--- src/rtl/lcd_pkg.sv ---
// Shared definitions for the HD44780 character LCD bus blocks.
// Reader state encoding, access modes and default bus timing.
package lcd_pkg;

  typedef enum logic [2:0] {
    S_IDLE,
    S_SETUP,
    S_EN_HI,
    S_EN_LO,
    S_CHECK,
    S_DONE
  } state_t;

  localparam logic [1:0] MODE_BF   = 2'd0;
  localparam logic [1:0] MODE_DATA = 2'd1;
  localparam logic [1:0] MODE_POLL = 2'd2;

  localparam int T_SETUP_DEF   = 2;
  localparam int T_EN_HIGH_DEF = 25;
  localparam int T_EN_LOW_DEF  = 25;
  localparam int POLL_MAX_DEF  = 100;

  function automatic int max3(
    input int a,
    input int b,
    input int c
  );
    int m;
    m = (a > b) ? a : b;
    return (m > c) ? m : c;
  endfunction

endpackage

--- src/rtl/lcd_phase_timer.sv ---
// Loadable down-counter with a zero flag.
// Holds at zero until the next load.
module lcd_phase_timer #(
  parameter int W = 8
) (
  input  logic         clk,
  input  logic         rst_n,
  input  logic         i_load,
  input  logic [W-1:0] i_value,
  output logic         o_zero
);

  logic [W-1:0] r_cnt;

  always_ff @(posedge clk or negedge rst_n) begin
    if (!rst_n) begin
      r_cnt <= '0;
    end else if (i_load) begin
      r_cnt <= i_value;
    end else if (r_cnt != '0) begin
      r_cnt <= r_cnt - 1'b1;
    end
  end

  assign o_zero = (r_cnt == '0);

endmodule

--- src/rtl/lcd_bus_reader.sv ---
// Read-side HD44780 bus controller: single BF/AC or RAM reads
// and busy-flag polling with a bounded number of reads.
module lcd_bus_reader
  import lcd_pkg::*;
#(
  parameter int T_SETUP   = T_SETUP_DEF,
  parameter int T_EN_HIGH = T_EN_HIGH_DEF,
  parameter int T_EN_LOW  = T_EN_LOW_DEF,
  parameter int POLL_MAX  = POLL_MAX_DEF
) (
  input  logic       clk,
  input  logic       rst_n,
  input  logic       req,
  input  logic [1:0] mode,
  output logic       ready,
  output logic       done,
  output logic [7:0] rdata,
  output logic       busy_flag,
  output logic [6:0] addr_cnt,
  output logic       timeout,
  output logic       lcd_en,
  output logic       lcd_rs,
  output logic       lcd_rw,
  input  logic [7:0] lcd_db_in
);

  localparam int TMAX = max3(T_SETUP, T_EN_HIGH, T_EN_LOW);
  localparam int TW   = $clog2(TMAX + 1);
  localparam int PW   = $clog2(POLL_MAX + 1);

  state_t          r_state;
  state_t          w_next;
  logic [1:0]      r_mode;
  logic [7:0]      r_rdata;
  logic            r_timeout;
  logic [PW-1:0]   r_poll;
  logic            w_load;
  logic [TW-1:0]   w_load_val;
  logic            w_zero;
  logic            w_accept;
  logic            w_sample;
  logic            w_poll_inc;
  logic            w_set_to;
  logic            w_bf_busy;

  lcd_phase_timer #(
    .W (TW)
  ) u_timer (
    .clk     (clk),
    .rst_n   (rst_n),
    .i_load  (w_load),
    .i_value (w_load_val),
    .o_zero  (w_zero)
  );

  assign w_accept  = (r_state == S_IDLE) && req;
  assign w_sample  = (r_state == S_EN_HI) && w_zero;
  assign w_bf_busy = (r_mode == MODE_POLL) && r_rdata[7];

  always_comb begin
    w_next     = r_state;
    w_load     = 1'b0;
    w_load_val = '0;
    w_poll_inc = 1'b0;
    w_set_to   = 1'b0;
    unique case (r_state)
      S_IDLE: begin
        if (req) begin
          w_next     = S_SETUP;
          w_load     = 1'b1;
          w_load_val = TW'(T_SETUP - 1);
        end
      end
      S_SETUP: begin
        if (w_zero) begin
          w_next     = S_EN_HI;
          w_load     = 1'b1;
          w_load_val = TW'(T_EN_HIGH - 1);
        end
      end
      S_EN_HI: begin
        if (w_zero) begin
          w_next     = S_EN_LO;
          w_load     = 1'b1;
          w_load_val = TW'(T_EN_LOW - 1);
        end
      end
      S_EN_LO: begin
        if (w_zero) w_next = S_CHECK;
      end
      S_CHECK: begin
        // r_poll counts completed reads minus one
        if (w_bf_busy && (int'(r_poll) + 1 < POLL_MAX)) begin
          w_poll_inc = 1'b1;
          w_next     = S_SETUP;
          w_load     = 1'b1;
          w_load_val = TW'(T_SETUP - 1);
        end else begin
          w_set_to = w_bf_busy;
          w_next   = S_DONE;
        end
      end
      S_DONE:  w_next = S_IDLE;
      default: w_next = S_IDLE;
    endcase
  end

  always_ff @(posedge clk or negedge rst_n) begin
    if (!rst_n) begin
      r_state   <= S_IDLE;
      r_mode    <= MODE_BF;
      r_rdata   <= 8'h00;
      r_timeout <= 1'b0;
      r_poll    <= '0;
    end else begin
      r_state <= w_next;
      if (w_accept) begin
        r_mode    <= mode;
        r_poll    <= '0;
        r_timeout <= 1'b0;
      end
      if (w_sample) r_rdata <= lcd_db_in;
      if (w_poll_inc) r_poll <= r_poll + 1'b1;
      if (w_set_to) r_timeout <= 1'b1;
    end
  end

  // bus strobes decode straight from state so reset drops them at once
  assign lcd_rw = (r_state == S_SETUP) || (r_state == S_EN_HI) ||
                  (r_state == S_EN_LO) || (r_state == S_CHECK);
  assign lcd_en = (r_state == S_EN_HI);
  assign lcd_rs = lcd_rw && (r_mode == MODE_DATA);

  assign ready     = (r_state == S_IDLE);
  assign done      = (r_state == S_DONE);
  assign rdata     = r_rdata;
  assign busy_flag = r_rdata[7];
  assign addr_cnt  = r_rdata[6:0];
  assign timeout   = r_timeout;

endmodule

--- config.mk ---
export PLATFORM = sky130hd
export DESIGN_NAME = lcd_bus_reader
export DESIGN_NICKNAME = d
export VERILOG_FILES = /design/src/rtl/lcd_pkg.sv /design/src/rtl/lcd_phase_timer.sv /design/src/rtl/lcd_bus_reader.sv
export SDC_FILE = /design/constraint.sdc
export NUM_CORES = 1
export LEC_CHECK = 0
export BUFFER_PORTS_ARGS = -buffer_cell sky130_fd_sc_hd__buf_2
export CORE_UTILIZATION = 45
export DETAILED_ROUTE_END_ITERATION = 10
export HOLD_SLACK_MARGIN = 0.06
export PLACE_DENSITY = 0.75
export SETUP_SLACK_MARGIN = 0.1
export SYNTH_ARGS = -nofsm -noshare
export SYNTH_HDL_FRONTEND = slang
export SYNTH_SLANG_ARGS = --single-unit
export TNS_END_PERCENT = 5
--- constraint.sdc ---
create_clock -name clk -period 2.6 [get_ports clk]
set_clock_uncertainty 0.1 [all_clocks]
set_input_delay 0.13 -clock clk [delete_from_list [all_inputs] [get_ports clk]]
set_output_delay 0.13 -clock clk [all_outputs]
set_load 0.1 [all_outputs]
==> flow_summary.ini <==
[run_status]
status = finished clean

[synth]
ys_seq_elements = 26
yosys.area.top_type = dfrtp_1
synth_common_cells = dfrtp_1, nand2_1, o21ai_0
yosysSeqAreaShare = 0.449
synth.area.top_cells = dfrtp_1, mux2_2, o21ai_0
ys_types = 41
ys_warn_count = 0
synth_edf_count = 0
synth_nets = 165
syn-mean-instance-area_sq_um = 9.73
synthesis.area_sq_um = 1450
yosysMostFrequentCell = dfrtp_1
synth_top_area_share = 0.449
synth_top_flop_cell = dfrtp_1
synthCells = 149
async_flop_share = 1.00

[global_routing]
grt_max_degree = 27
gr-usage-met1 = 0.203
grt_util_met2 = 0.369
grt_pass1_vias = 1210
antenna_found_initial = 0
grt-busiest-layer = met2
grtUsageTotal = 0.192
grt_overflow = 0
use_met3 = 0.0440
grt_first_pass_wirelength_um = 5010

[timing]
drv_slew = 0
grt_setup_unrepaired = no
worst_slew_pin_slew_ns = 0.571
fin_crit_sh = 0.896
timing.fmax_mhz = 429
maxSlewHeadroom = 0.616
setup-tns-final_ns = 0
finalHoldViolCount = 0
setup_violations = 0
period_needed_ns = 2.33

[critical_path]
r2r_start = r_poll[0]
worst-r2r-cell-count = 7
crit_required_ns = 2.73
endpoint_kind = flop
r2r_slack_ns = 0.27
path_max_fanout = 5
critPathLaunchType = flop
timing_worst_setup_path_type = flop to flop
reg2reg_to = r_poll[6]
arrival_ns = 2.46

[routing]
drt-wirelength-per-cell_um = 13.3
vias = 1231
drc = 0
ant_nets = 0
routed_wl_um = 3070
first_iter_violations = 32
dr.pass1.iters = 4
via_per_inst = 5.33

[final_layout]
final_util = 0.593
regArea_sq_um = 651
nets = 204
multi_input_area_sq_um = 733
antenna_cells = 0
area_growth_pct = 24.8
drive_gt1_frac = 0.316
fillCellCount = 275

[clock_network]
path_clk_slew_ns = 0.14
h-tree-depth = 1
clkLatencyLatePin_ns = 0.33
cts_hold_buf = 11
cts_resized = 0
cts_tree = done
clockBufferDepth = 2
cts_setup_buffers = 0
cts_sinks = 26
numCtsBuffers = 3
clockRootBuffer = clkbuf_4

[floorplan]
fp.dieW_um = 58.8
core_area_sq_um = 3050
ios = 35
rows = 20
die_h_um = 58.8
start_util = 0.475
die_area_sq_um = 3450

[min_path]
min_path_type = input pin to flop
hold-path-endpoint = r_state[0]
hold_depth = 4
holdCritStartpoint = req

[flow_run]
maxCapViolCount = 0

[placement]
io_buffers = 34
hpwl_um = 2160
gp_congestion = 0.836
## cells in the final DEF (no fill, tap or decap), drive strengths merged, types with 3 or more instances in the layout
cell type,n
nand2b,7
dlygate4sd3,11
and2,3
a21oi,3
buf,36
o21ai,13
nand3,4
nand2,12
inv,6
nor2,11
clkbuf,3
ha,3
nor3,9
dfrtp,26
mux2,10
## worst max-delay path: stages, from the launching register on
cell	delay, ns
dfrtp_1	0.44
ha_1	0.25
or2_2	0.28
o21ai_0	0.08
a221oi_1	0.13
o21ai_0	0.42
a21boi_2	0.15
a221o_1	0.37
## worst max path at each step
| stage | startpoint | end |
|---|---|---|
| after global placement | r_poll[0] | r_poll[3] |
| after floorplan | r_state[0] | lcd_rs |
| after detailed placement | r_poll[0] | r_poll[3] |
| after global routing | r_poll[0] | r_poll[6] |
| final | r_poll[0] | r_poll[6] |
| after CTS | r_poll[0] | r_poll[6] |
## layout make-up
class                   count  share of cell area
multi-input cells         104               0.405
repair buffers             47               0.163
flip-flops and latches     26               0.360
clock inverters             1              0.0166
inverters                   6              0.0124
clock buffers               3              0.0124
well taps                  44              0.0304
## sequential cells by signal, indices dropped and copies added, names as in the netlist
name and cells:
u_timer.r_cnt 5, rdata 8, r_mode 2, r_poll 7, r_state 3, timeout 1
## per-layer routing
layer / share of wire / wire length, um / up-vias
met3: 0.062 / 190 / 11
met2: 0.51 / 1570 / 49
met1: 0.41 / 1250 / 578
met4: 0.020 / 61 / 0
li1: - / - / 593
met5: 0 / 0 / -
## cells by family after synthesis
kind of cell               synth area share
xor gates and xnor gates             0.0242
adders and majority gates            0.0259
DFF                                   0.449
and+or+nand+nor                       0.208
muxes                                0.0846
buffers and inverters                0.0716
AOI/OAI and AO/OA                     0.137
## stage by stage
stage	hold WS (ns)	area [sq um]	instances	setup slack [ns]
after floorplan	-0.266	1490	149	0.0148
after global placement	0.0562	1650	216	0.439
after detailed placement	0.0617	1650	216	0.345
after CTS	0.106	1810	231	0.289
after global routing	0.162	1810	231	0.134
final	0.111	1810	231	0.271
Power is not shown: default switching activity piles up to over one toggle a cycle in this logic, so the estimate is an artifact.
